--- src/rtl/pll_reconfig_pkg.sv ---
// Shared definitions for pll_reconfig_seq: register map, fixed data words,
// FSM states and the eight-entry reconfiguration write table.
package pll_reconfig_pkg;

    localparam logic [5:0] ADDR_MODE  = 6'd0;
    localparam logic [5:0] ADDR_START = 6'd2;
    localparam logic [5:0] ADDR_N     = 6'd3;
    localparam logic [5:0] ADDR_M     = 6'd4;
    localparam logic [5:0] ADDR_C0    = 6'd5;
    localparam logic [5:0] ADDR_K     = 6'd7;
    localparam logic [5:0] ADDR_BW    = 6'd8;
    localparam logic [5:0] ADDR_CP    = 6'd9;

    localparam logic [31:0] DATA_N  = 32'h0001_0000;
    localparam logic [31:0] DATA_CP = 32'd1;
    localparam logic [31:0] DATA_BW = 32'd7;

    typedef enum logic [2:0] {
        S_IDLE,
        S_WRITE,
        S_READ,
        S_GAP,
        S_PRST,
        S_LOCKWAIT,
        S_FIN
    } state_e;

    typedef enum logic [2:0] {
        SEL_ZERO,
        SEL_M,
        SEL_K,
        SEL_N,
        SEL_C0,
        SEL_CP,
        SEL_BW
    } dsel_e;

    typedef struct packed {
        logic [5:0] addr;
        dsel_e      dsel;
    } wr_entry_t;

    typedef struct packed {
        logic [31:0] m;
        logic [31:0] k;
        logic [31:0] c0;
    } cfg_t;

    // Order matters: the controller expects mode first and start last.
    function automatic wr_entry_t wr_entry(input logic [2:0] idx);
        wr_entry_t e;
        case (idx)
            3'd0:    e = '{ADDR_MODE, SEL_ZERO};
            3'd1:    e = '{ADDR_M, SEL_M};
            3'd2:    e = '{ADDR_K, SEL_K};
            3'd3:    e = '{ADDR_N, SEL_N};
            3'd4:    e = '{ADDR_C0, SEL_C0};
            3'd5:    e = '{ADDR_CP, SEL_CP};
            3'd6:    e = '{ADDR_BW, SEL_BW};
            default: e = '{ADDR_START, SEL_ZERO};
        endcase
        return e;
    endfunction

endpackage

--- src/rtl/pll_reconfig_seq.sv ---
// Writes the PLL reconfiguration sequence over Avalon-MM, pulses pll_reset and waits for lock.
// Optional per-write readback verification is enabled with `define PLLRECFG_READBACK_EN.
module pll_reconfig_seq
    import pll_reconfig_pkg::*;
#(
    parameter int GAP_CYCLES   = 8,
    parameter int RST_CYCLES   = 8,
    parameter int LOCK_TIMEOUT = 5000000
) (
    input  logic        CLK_50M,
    input  logic        RESET,
    input  logic        req,
    input  logic [31:0] cfg_m,
    input  logic [31:0] cfg_k,
    input  logic [31:0] cfg_c0,
    output logic        busy,
    output logic        done,
    output logic        error,
    output logic [5:0]  mgmt_address,
    output logic [31:0] mgmt_writedata,
    output logic        mgmt_write,
    input  logic        mgmt_waitrequest,
    input  logic        pll_locked,
    output logic        pll_reset
`ifdef PLLRECFG_READBACK_EN
    ,
    output logic        mgmt_read,
    input  logic [31:0] mgmt_readdata,
    output logic        cfg_mismatch
`endif
);

    localparam int GAP_W  = (GAP_CYCLES   > 1) ? $clog2(GAP_CYCLES)   : 1;
    localparam int RST_W  = (RST_CYCLES   > 1) ? $clog2(RST_CYCLES)   : 1;
    localparam int LOCK_W = (LOCK_TIMEOUT > 1) ? $clog2(LOCK_TIMEOUT) : 1;
    localparam logic [GAP_W-1:0]  GAP_LAST  = GAP_W'(GAP_CYCLES - 1);
    localparam logic [RST_W-1:0]  RST_LAST  = RST_W'(RST_CYCLES - 1);
    localparam logic [LOCK_W-1:0] LOCK_LAST = LOCK_W'(LOCK_TIMEOUT - 1);

    state_e            state_q, state_d;
    logic [2:0]        idx_q, idx_d;
    logic [GAP_W-1:0]  gap_q, gap_d;
    logic [RST_W-1:0]  rst_q, rst_d;
    logic [LOCK_W-1:0] lock_q, lock_d;
    cfg_t              shd_q, shd_d;
    cfg_t              pend_q, pend_d;
    logic              pend_valid_q, pend_valid_d;
    logic              error_q, error_d;
    wr_entry_t         entry;
    logic [31:0]       wr_data;
    cfg_t              cfg_in;
`ifdef PLLRECFG_READBACK_EN
    logic              mismatch_q, mismatch_d;
`endif

    assign cfg_in = '{cfg_m, cfg_k, cfg_c0};

    always_comb begin
        entry = wr_entry(idx_q);
        case (entry.dsel)
            SEL_M:   wr_data = shd_q.m;
            SEL_K:   wr_data = shd_q.k;
            SEL_N:   wr_data = DATA_N;
            SEL_C0:  wr_data = shd_q.c0;
            SEL_CP:  wr_data = DATA_CP;
            SEL_BW:  wr_data = DATA_BW;
            default: wr_data = '0;
        endcase
    end

    always_comb begin
        state_d      = state_q;
        idx_d        = idx_q;
        gap_d        = gap_q;
        rst_d        = rst_q;
        lock_d       = lock_q;
        shd_d        = shd_q;
        pend_d       = pend_q;
        pend_valid_d = pend_valid_q;
        error_d      = error_q;
`ifdef PLLRECFG_READBACK_EN
        mismatch_d   = mismatch_q;
`endif
        // A request while busy only parks in the pending slot; the running sequence is never cut short.
        if (req && state_q != S_IDLE) begin
            pend_d       = cfg_in;
            pend_valid_d = 1'b1;
        end
        case (state_q)
            S_IDLE: begin
                if (req) begin
                    shd_d   = cfg_in;
                    error_d = 1'b0;
`ifdef PLLRECFG_READBACK_EN
                    mismatch_d = 1'b0;
`endif
                    idx_d   = '0;
                    state_d = S_WRITE;
                end
            end
            S_WRITE: begin
                if (!mgmt_waitrequest) begin
                    gap_d   = '0;
`ifdef PLLRECFG_READBACK_EN
                    state_d = S_READ;
`else
                    state_d = S_GAP;
`endif
                end
            end
            S_READ: begin
`ifdef PLLRECFG_READBACK_EN
                if (!mgmt_waitrequest) begin
                    if (idx_q != 3'd0 && idx_q != 3'd7 && mgmt_readdata != wr_data)
                        mismatch_d = 1'b1;
                    gap_d   = '0;
                    state_d = S_GAP;
                end
`else
                state_d = S_GAP;
`endif
            end
            S_GAP: begin
                if (gap_q == GAP_LAST) begin
                    if (idx_q == 3'd7) begin
                        rst_d   = '0;
                        state_d = S_PRST;
                    end else begin
                        idx_d   = idx_q + 3'd1;
                        state_d = S_WRITE;
                    end
                end else begin
                    gap_d = gap_q + GAP_W'(1);
                end
            end
            S_PRST: begin
                if (rst_q == RST_LAST) begin
                    lock_d  = '0;
                    state_d = S_LOCKWAIT;
                end else begin
                    rst_d = rst_q + RST_W'(1);
                end
            end
            S_LOCKWAIT: begin
                if (pll_locked) begin
                    state_d = S_FIN;
                end else if (lock_q == LOCK_LAST) begin
                    error_d = 1'b1;
                    state_d = S_FIN;
                end else begin
                    lock_d = lock_q + LOCK_W'(1);
                end
            end
            S_FIN: begin
                // A request landing in this cycle is served straight away, same as an older pending one.
                if (req || pend_valid_q) begin
                    shd_d        = req ? cfg_in : pend_q;
                    pend_valid_d = 1'b0;
                    idx_d        = '0;
                    state_d      = S_WRITE;
                end else begin
                    state_d = S_IDLE;
                end
            end
            default: state_d = S_IDLE;
        endcase
    end

    always_ff @(posedge CLK_50M) begin
        if (RESET) begin
            state_q      <= S_IDLE;
            idx_q        <= '0;
            gap_q        <= '0;
            rst_q        <= '0;
            lock_q       <= '0;
            shd_q        <= '0;
            pend_q       <= '0;
            pend_valid_q <= 1'b0;
            error_q      <= 1'b0;
        end else begin
            state_q      <= state_d;
            idx_q        <= idx_d;
            gap_q        <= gap_d;
            rst_q        <= rst_d;
            lock_q       <= lock_d;
            shd_q        <= shd_d;
            pend_q       <= pend_d;
            pend_valid_q <= pend_valid_d;
            error_q      <= error_d;
        end
    end

`ifdef PLLRECFG_READBACK_EN
    always_ff @(posedge CLK_50M) begin
        if (RESET) mismatch_q <= 1'b0;
        else       mismatch_q <= mismatch_d;
    end

    assign mgmt_read    = (state_q == S_READ) && !RESET;
    assign cfg_mismatch = mismatch_q;
`endif

    // Strobes are gated by RESET so a stalled transfer or PLL reset is released in the reset cycle itself.
    assign mgmt_write     = (state_q == S_WRITE) && !RESET;
    assign pll_reset      = (state_q == S_PRST) && !RESET;
    assign mgmt_address   = (state_q == S_WRITE || state_q == S_READ) ? entry.addr : 6'd0;
    assign mgmt_writedata = (state_q == S_WRITE) ? wr_data : 32'd0;
    assign busy           = (state_q != S_IDLE);
    assign done           = (state_q == S_FIN);
    assign error          = error_q;

endmodule

--- config.mk ---
export PLATFORM = sky130hd
export DESIGN_NAME = pll_reconfig_seq
export DESIGN_NICKNAME = d
export VERILOG_FILES = /design/src/rtl/pll_reconfig_pkg.sv /design/src/rtl/pll_reconfig_seq.sv
export SDC_FILE = /design/constraint.sdc
export NUM_CORES = 1
export LEC_CHECK = 0
export CORE_AREA = 2 2 175 245
export DETAILED_ROUTE_END_ITERATION = 7
export DIE_AREA = 0 0 177 247
export GPL_TIMING_DRIVEN = 0
export SYNTH_ARGS = -nofsm -noshare
export SYNTH_HDL_FRONTEND = slang
export SYNTH_SLANG_ARGS = --single-unit
export TNS_END_PERCENT = 5
--- constraint.sdc ---
create_clock -name CLK_50M -period 6.2 [get_ports CLK_50M]
set_input_delay 1.24 -clock CLK_50M [delete_from_list [all_inputs] [get_ports CLK_50M]]
set_output_delay 1.24 -clock CLK_50M [all_outputs]
set_load 0.05 [all_outputs]
==> results.ini, run 1 <==
[run_status]
status=finished, final reports clean

[placement]
dpl_cell_area_mm2=0.0123
dp_hpwl_um=27200
gp_congestion=0.857
port_buffers=140

[critical_path]
cpMaxStageDelayCell=clkdlybuf4s50_1
worst_setup_path_end_kind=output port
crit_type=register to output port
start_kind=register
r2r_setup_slack_ns=3.91
cpPeakStageDelay_ns=0.90
crit_top_cell=clkbuf_1
worstPathRequired_ns=4.96
critPathArrivalTime_ns=4.05
worst-path-buf-inv=4
crit_fanout=10
crit_family=buffers and inverters
rr_worst_depth=7
path_cells=inv_1, ha_1, clkbuf_1, nor3_1, clkbuf_1, nand2_1, a31oi_1, clkdlybuf4s50_1
rr_startpoint=state_q[2]
rr_endpoint=pend_q[83]

[yosys]
synth-edff-count=0
synthTopCellsByArea=dfxtp_1, mux2i_1, nand2_1, a211oi_1, a21oi_1
synth_top_flop_cell=dfxtp_1
syn-instance-count=1208
syn_area_per_cell_um2=8.48
synth_largest_area_cell=dfxtp_1
ys_ff_latch=229
syn-cell-area_mm2=0.0102
yosysMostFrequentCell=dfxtp_1
synth_warnings=0
synth_seq_area_share_pct=44.8
synth_common_cells=dfxtp_1, nand2_1, nor2_1
ys_types=61
synthArstFlopShare_pct=0
synth_top_area_share_pct=44.8

[clocking]
cts_buffers=24
cts_tree=yes
post_cts_buffers=0
htreeDepth=1
path_clk_slew_ns=0.06
cts_hold_buf=0
clock_latency_ns=0.55
cts.sinks=229
cts_root_buf=clkbuf_16
cts_resized=0
clk_path_buf_depth=3

[worst_hold_path]
whs_endpoint=pend_q[80]
min_from=pend_q[80]
whs_path_depth=2
min-delay-path-class=register to register

[route]
drt_pass1_iterations=7
ant_nets=0
via_count=9459
wl_per_cell_um=18.0
postRouteWirelength_um=35000
avgViaCountPerCell=4.87
drc=0
initialDrtViolationCount=699

[layout]
finish.instance_area_mm2=0.0132
area_growth_pct=29.1
drive_gt1_share_pct=8.04
final_nets=1487

[die]
dieArea_mm2=0.0437
die_x_um=177
boundaryPins=144
rows=89
coreArea_mm2=0.0418
die_h_um=247
start_util_pct=24.5

[sta]
slew_violations=0
fin_crit_sh_pct=85.3
worstMarginPinSlew_ns=0.786
skew_ns=0.0300
maxSlewHeadroom_pct=47.2
timing.fmax_mhz=189
setup_tns_ns=0
rsz0062_at_grt=false
setup_viol=0
finalHoldViolations=0
period_needed_ns=5.29

[grt]
grt_max_degree=16
grt_pass1_wl_um=52500
grt_use_total_pct=15.7
grt_pass1_vias=9222
overflow=0
antenna_found_initial=3

[power_and_ir_drop]
vdd_drop_max_mv=0.170
p_comb_share_pct=12.2
p_seq_share_pct=44.8
internal_power_mw=2.73
p_switching_mw=0.995
leakage_nw=4.32
power_density_mw_per_mm2=282
clockPowerShare_pct=43.0
swShare_pct=26.7

[flow_run]
cap_violations=0

==> cell usage in the layout (no fill, tap or decap), types with 11 or more instances in the layout <==
| cell | synthesis | routed |
|---|---|---|
| a211oi_1 | 98 | 98 |
| dfxtp_1 | 229 | 229 |
| nor2_1 | 152 | 152 |
| nand2_1 | 213 | 213 |
| buf_2 | 37 | 37 |
| a21oi_1 | 114 | 114 |
| clkbuf_1 | 52 | 52 |
| clkbuf_16 | 0 | 24 |
| clkdlybuf4s50_1 | 0 | 140 |
| ha_1 | 11 | 11 |
| inv_1 | 11 | 11 |
| mux2i_1 | 99 | 99 |
| nand3_1 | 19 | 19 |
| a222oi_1 | 29 | 29 |
==> state kept, by name, summed over array words and instances (netlist names) <==
name          cells
rst_q             3
gap_q             3
pend_q           96
idx_q             3
error             1
pend_valid_q      1
lock_q           23
state_q           3
shd_q            96
==> metal layers <==
metal  wire length [um]  track usage (%)  vias up
met3               1970             2.29       69
met1              14200             18.5     4491
met2              17300             27.7      291
li1                   -                -     4606
met4               1530             7.49        2
met5                  9                0        -
==> final cells by class <==
cell class              count  area, um^2
inverters                  11        41.3
well taps                 546         683
multi-input cells         866        5150
repair buffers            140        1400
plain buffers             103         474
clock inverters            17         241
clock buffers              27         642
diodes                      2        5.00
flip-flops and latches    229        4580
fillers                  4387       28500
==> cells by family after synthesis <==
kind of cell    share of synthesized area [%]
simple gates                             18.8
compound gates                           19.5
flops                                    44.8
buf+inv                                  5.03
mux                                      9.67
fa+ha+maj                                1.34
xor+xnor                                0.855
other cells                            0.0366
==> through the flow <==
| step | total power [mW] | hold WS, ns | worst slack, ns | instances | utilization [%] |
|---|---|---|---|---|---|
| finish | 3.73 | 0.454 | 0.914 | 1941 | 31.7 |
| global route | 3.88 | 0.470 | 0.777 | 1941 | 31.7 |
| CTS | 3.75 | 0.455 | 0.978 | 1939 | 31.6 |
| detailed placement | 2.15 | 0.446 | 1.26 | 1895 | 29.5 |
| global placement | 2.14 | 0.441 | 1.21 | 1895 | 29.5 |
| floorplan | 1.94 | 0.436 | 2.53 | 1209 | - |
==> worst reg2reg max path, stage by stage (launching register included) <==
cell and delay, ns:
dfxtp_1 0.35, or3_1 0.38, clkbuf_1 0.16, nand2_1 0.35, buf_2 0.39, buf_2 0.32
nand2_1 0.10, a21oi_1 0.16
==> worst max-delay path by stage <==
stage | from | cells past startpoint | endpoint | slack (ns)
final | idx_q[0] | 8 | mgmt_writedata[2] | 0.91
after global routing | idx_q[0] | 8 | mgmt_writedata[2] | 0.78
after CTS | idx_q[0] | 8 | mgmt_writedata[2] | 0.98
after detailed placement | RESET | 5 | mgmt_write | 1.26
after global placement | RESET | 5 | mgmt_write | 1.21
after floorplan | idx_q[0] | 8 | mgmt_writedata[2] | 2.53
==> power groups by stage <==
stage,Clock (mW),Sequential [mW],Combinational [mW]
floorplan,0,1.66,0.280
global placement,0,1.70,0.443
detailed placement,0,1.70,0.454
CTS,1.63,1.67,0.456
global route,1.69,1.68,0.506
finish,1.60,1.67,0.456
Power figures use the tool's default switching activity.
==> inputs of run 2 (changes only) <==
--- a/config.mk
+++ b/config.mk
@@ -5,9 +5,10 @@
 export SDC_FILE = /design/constraint.sdc
 export NUM_CORES = 1
 export LEC_CHECK = 0
-export CORE_AREA = 2 2 175 245
+export ABC_AREA = 1
+export CORE_AREA = 2 2 182 255
 export DETAILED_ROUTE_END_ITERATION = 7
-export DIE_AREA = 0 0 177 247
+export DIE_AREA = 0 0 184 257
 export GPL_TIMING_DRIVEN = 0
 export SYNTH_ARGS = -nofsm -noshare
 export SYNTH_HDL_FRONTEND = slang
==> run 2 against run 1 <==
Compared with the run above:
- hold slack got worse by 0.0047 ns
- non-clock buffer count rose by 15
- maximum frequency rose by 7.7%
- die area rose by 8.2%
- via count rose by 23%
- wire length rose by 16%
- sequential share of layout area fell by 2.2 points
- clock skew fell by 0.020 ns
==> results.ini, run 2 <==
[flow_run]
cap_violations=0

[sta]
rsz0062_at_grt=false
whs_ns=0.449
skew_ns=0.00990
fin_ws_ns=1.29
worstMarginPinSlew_ns=0.913
slew_violations=0
maxSlewHeadroom_pct=39.2
fin_crit_sh_pct=79.1
timing.fmax_mhz=204
period_needed_ns=4.91
setup_tns_ns=0
finalHoldViolations=0
setup_viol=0

[clocking]
path_clk_slew_ns=0.06
cts_root_buf=clkbuf_16
clk_path_buf_depth=3
cts_buffers=26
post_cts_buffers=0
cts_resized=0
clock_latency_ns=0.54
cts.sinks=229
cts_hold_buf=0
cts_tree=yes
htreeDepth=1

[die]
boundaryPins=144
coreArea_mm2=0.0449
die_h_um=257
dieArea_mm2=0.0473
start_util_pct=24.8
die_x_um=184
rows=92

[route]
via_count=11614
ant_nets=0
drc=0
wl_per_cell_um=16.5
postRouteWirelength_um=40600
avgViaCountPerCell=4.72
initialDrtViolationCount=882
drt_pass1_iterations=7

[layout]
fillers=4900
insertedDiodeCount=0
fin_cells=2463
finish.instance_area_mm2=0.0141
layout_common_cells=nand2_1, nor2_1, dfxtp_1
postLayoutCoreUtil_pct=31.5
final_common_cell=nand2_1
area_growth_pct=27.0
largestRegisters=pend_q x96, shd_q x96, lock_q x23
final_nets=1993
drive_gt1_share_pct=5.21

[critical_path]
critPathArrivalTime_ns=3.67
rr_startpoint=state_q[2]
cpPeakStageDelay_ns=0.76
worst-path-buf-inv=4
crit_family=buffers and inverters
cp_num_cells=5
crit_top_cell=clkdlybuf4s50_1
worst_setup_path_end_kind=output port
startpoint=RESET
path_cells=clkdlybuf4s50_1, clkbuf_1, buf_1, nor2_1, clkdlybuf4s50_1
r2r_setup_slack_ns=3.80
crit_type=input port to output port
rr_worst_depth=10
start_kind=input port
rr_endpoint=shd_q[17]
cpMaxStageDelayCell=clkdlybuf4s50_1
crit_fanout=10
worstPathRequired_ns=4.96
endpoint=mgmt_write

[power_and_ir_drop]
power_density_mw_per_mm2=413
vdd_drop_max_mv=0.234
power_mw=5.84
leakage_nw=5.79

[yosys]
synth-edff-count=0
synthArstFlopShare_pct=0
ys_types=32
syn-cell-area_mm2=0.0111
syn_area_per_cell_um2=6.50
yosysMostFrequentCell=nand2_1
synth_seq_area_share_pct=41.2
synthTopCellsByArea=dfxtp_1, nand2_1, nor2_1, o21ai_0, nand3_1
syn-instance-count=1711
synth_warnings=0
synth_top_flop_cell=dfxtp_1
synth_common_cells=nand2_1, nor2_1, dfxtp_1
synth_top_area_share_pct=41.2
synth_largest_area_cell=dfxtp_1
ys_ff_latch=229

[placement]
port_buffers=141
dp_hpwl_um=31100
dpl_cell_area_mm2=0.0132
gp_congestion=0.934
dp_slack_ns=1.24
placed_cells=2417

[worst_hold_path]
min-delay-path-class=register to register
min_from=shd_q[7]

[grt]
grt_use_total_pct=16.8
grt_max_degree=14
antenna_found_initial=1
overflow=0
grt_pass1_wl_um=62100
grt_pass1_vias=11150

[run_status]
status=finished, final reports clean

-- run 2: cell type report --
| cell class | instances | area (um^2) | area share (%) |
|---|---|---|---|
| tap | 564 | 706 | 5.00 |
| clock inverter | 11 | 140 | 0.992 |
| multi-input combinational | 1210 | 5440 | 38.5 |
| sequential | 229 | 4580 | 32.5 |
| buffer | 117 | 507 | 3.59 |
| clock buffer | 35 | 746 | 5.28 |
| inverter | 156 | 586 | 4.15 |
| timing repair buffer | 141 | 1410 | 9.99 |
-- run 2: routing by layer --
layer | global-route usage, % | wire length [um]
met1 | 20.2 | 16700
met3 | 2.09 | 2310
met4 | 8.02 | 1990
met5 | 0 | 13
met2 | 29.5 | 19600
-- run 2: worst min-delay path, stage by stage, from the launching register on --
cell	delay (ns)
dfxtp_1	0.31
inv_1	0.05
a21oi_1	0.05
-- run 2: how the worst min path moves through the flow --
stage,depth (start not counted),end,slack [ns]
3_3_place_gp,2,shd_q[11],0.44
4_1_cts,2,shd_q[52],0.45
3_5_place_dp,2,shd_q[9],0.44
2_1_floorplan,2,shd_q[33],0.42
5_1_grt,2,shd_q[44],0.46
6_report,2,shd_q[7],0.45
-- run 2: cells by family (layout without fill, tap and decap cells) --
logic type                 after synthesis  after routing  synth area share [%]
buffers and inverters                  273            460                  9.83
and+or+nand+nor                        827            827                  30.3
other                                    1              2                0.0337
xor gates and xnor gates                 5              5                 0.394
AOI/OAI and AO/OA                      365            365                  17.0
adders and majority gates               11             11                  1.24
DFF                                    229            229                  41.2
-- run 2: report_power, final --
group          switching [mW]  leakage, nW  internal [mW]
logic                    1.37         3.47          0.608
clock network           0.646        0.437          0.968
registers               0.296         1.89           1.95
==> inputs of run 3 (changes only) <==
==> constraint.sdc (replaced) <==
create_clock -name CLK_50M -period 4.1 [get_ports CLK_50M]
set_input_delay 0.82 -clock CLK_50M [delete_from_list [all_inputs] [get_ports CLK_50M]]
set_output_delay 0.82 -clock CLK_50M [all_outputs]
set_load 0.05 [all_outputs]
==> run 3 against run 2 <==
Compared with the run above:
- first-iteration DRC count is 0.45% higher
- final cell count stayed put
- global-route usage hardly changed
- highest routed layer unchanged
- sequential share of layout area is 0.18 points higher
- setup slack worse by 1.1 ns
- sequential cell count stayed put
- clock power is 52% higher
- critical path depth stayed put
- clock skew hardly changed
- largest power group unchanged
- critical endpoint unchanged
- hold slack better by 0.00073 ns
- non-clock buffer count stayed put
- combinational power is 51% higher
==> results.ini, run 3 (synthesis results as in run 2) <==
[sta]
period_needed_ns=3.95
worstMarginPinSlew_ns=0.940
setup_viol=0
whs_ns=0.450
maxSlewHeadroom_pct=37.3
rsz0062_at_grt=true
finalHoldViolations=0
slew_violations=0
timing.fmax_mhz=253
skew_ns=0.00946
fin_crit_sh_pct=96.4

[layout]
area_growth_pct=26.3
final_common_cell=nand2_1
insertedDiodeCount=0
regArea_mm2=0.00458
fillers=4911
drive_gt1_share_pct=6.11
final_nets=1993
largestRegisters=pend_q x96, shd_q x96, lock_q x23
layout_common_cells=nand2_1, nor2_1, dfxtp_1
postLayoutCoreUtil_pct=31.3
multi_input_area_mm2=0.00544

[die]
dieArea_mm2=0.0473
start_util_pct=24.8
die_h_um=257
rows=92
die_x_um=184
boundaryPins=144
coreArea_mm2=0.0449

[route]
via_count=11607
ant_nets=0
avgViaCountPerCell=4.71
drc=0
initialDrtViolationCount=886
wl_per_cell_um=16.5
drt_pass1_iterations=7
postRouteWirelength_um=40600

[critical_path]
cpPeakStageDelay_ns=0.87
critPathArrivalTime_ns=3.13
cpMaxStageDelayCell=clkdlybuf4s50_1
worstPathRequired_ns=3.28
worst_setup_path_end_kind=output port
start_kind=register
crit_fanout=10
crit_type=register to output port
path_cells=inv_1, nand3_1, clkbuf_1, nor2_1, clkdlybuf4s50_1

[grt]
overflow=0
use_met2_pct=29.5
grt_use_total_pct=16.8
grt_pass1_vias=11150
grtUsageMet3_pct=2.09
busiest_layer=met2
grt_max_degree=14
antenna_found_initial=1
grt_util_met1_pct=20.2
grt_pass1_wl_um=62200

[clocking]
cts_hold_buf=0
clock_latency_ns=0.54
htreeDepth=1
cts_buffers=26
clk_path_buf_depth=3
path_clk_slew_ns=0.06
cts_root_buf=clkbuf_16
post_cts_buffers=0
cts_resized=31
cts.sinks=229
cts_tree=yes

[run_status]
status=finished, final reports clean

[power_and_ir_drop]
power_density_mw_per_mm2=628
vdd_drop_max_mv=0.356
leakage_nw=5.93

[worst_hold_path]
min-delay-path-class=register to register

[placement]
dp_hpwl_um=31100
port_buffers=141
gp_congestion=0.934

[flow_run]
cap_violations=0

==> run 3: path summary, 6_finish.rpt <==
check	from	to	slack (ns)	cells past startpoint
max	state_q[2]	mgmt_write	0.15	5
max reg2reg	state_q[2]	shd_q[17]	1.68	10
min reg2reg	shd_q[7]	shd_q[7]	0.45	2
min	shd_q[7]	shd_q[7]	0.45	2
==> run 3: report_power, final <==
group          switching [mW]  internal (mW)
Sequential              0.449           2.95
Clock                   0.980           1.46
Combinational            2.07          0.903
Total                    3.50           5.31
==> run 3: layout make-up <==
cell class / count / share of cell area (%)
Tap cell: 564 / 5.02
Buffer: 117 / 3.62
Multi-Input combinational cell: 1210 / 38.8
Inverter: 156 / 4.17
Clock buffer: 35 / 5.31
Clock inverter: 11 / 0.998
Timing Repair Buffer: 141 / 9.48
Sequential cell: 229 / 32.6
==> run 3: through the flow <==
step / setup WS [ns] / instances / cell area (um^2) / TNS (ns) / total power [mW]
detailed placement: -0.0193 / 2417 / 13200 / -0.0193 / 6.38
global placement: -0.00270 / 2417 / 13200 / -0.00270 / 6.29
floorplan: 1.11 / 1712 / 11100 / 0 / 5.32
finish: 0.149 / 2463 / 14000 / 0 / 8.82
global route: -0.0602 / 2463 / 14000 / -0.0718 / 9.38
CTS: 0.0483 / 2463 / 14100 / 0 / 8.83
==> run 3: routing by layer <==
metal	vias to the layer above	wire length [um]	share of wire [%]
met2	364	19600	48
met4	2	1990	4.9
met1	5306	16800	41
met5	-	13	0.032
li1	5841	-	-
met3	94	2260	5.6
==> run 3: critical path: cells and delay by family, from the launching register on <==
kind / cells / cell delay (ns)
buffers and inverters: 3 / 1.46
AND/OR/NAND/NOR: 2 / 0.74
flip-flops: 1 / 0.38
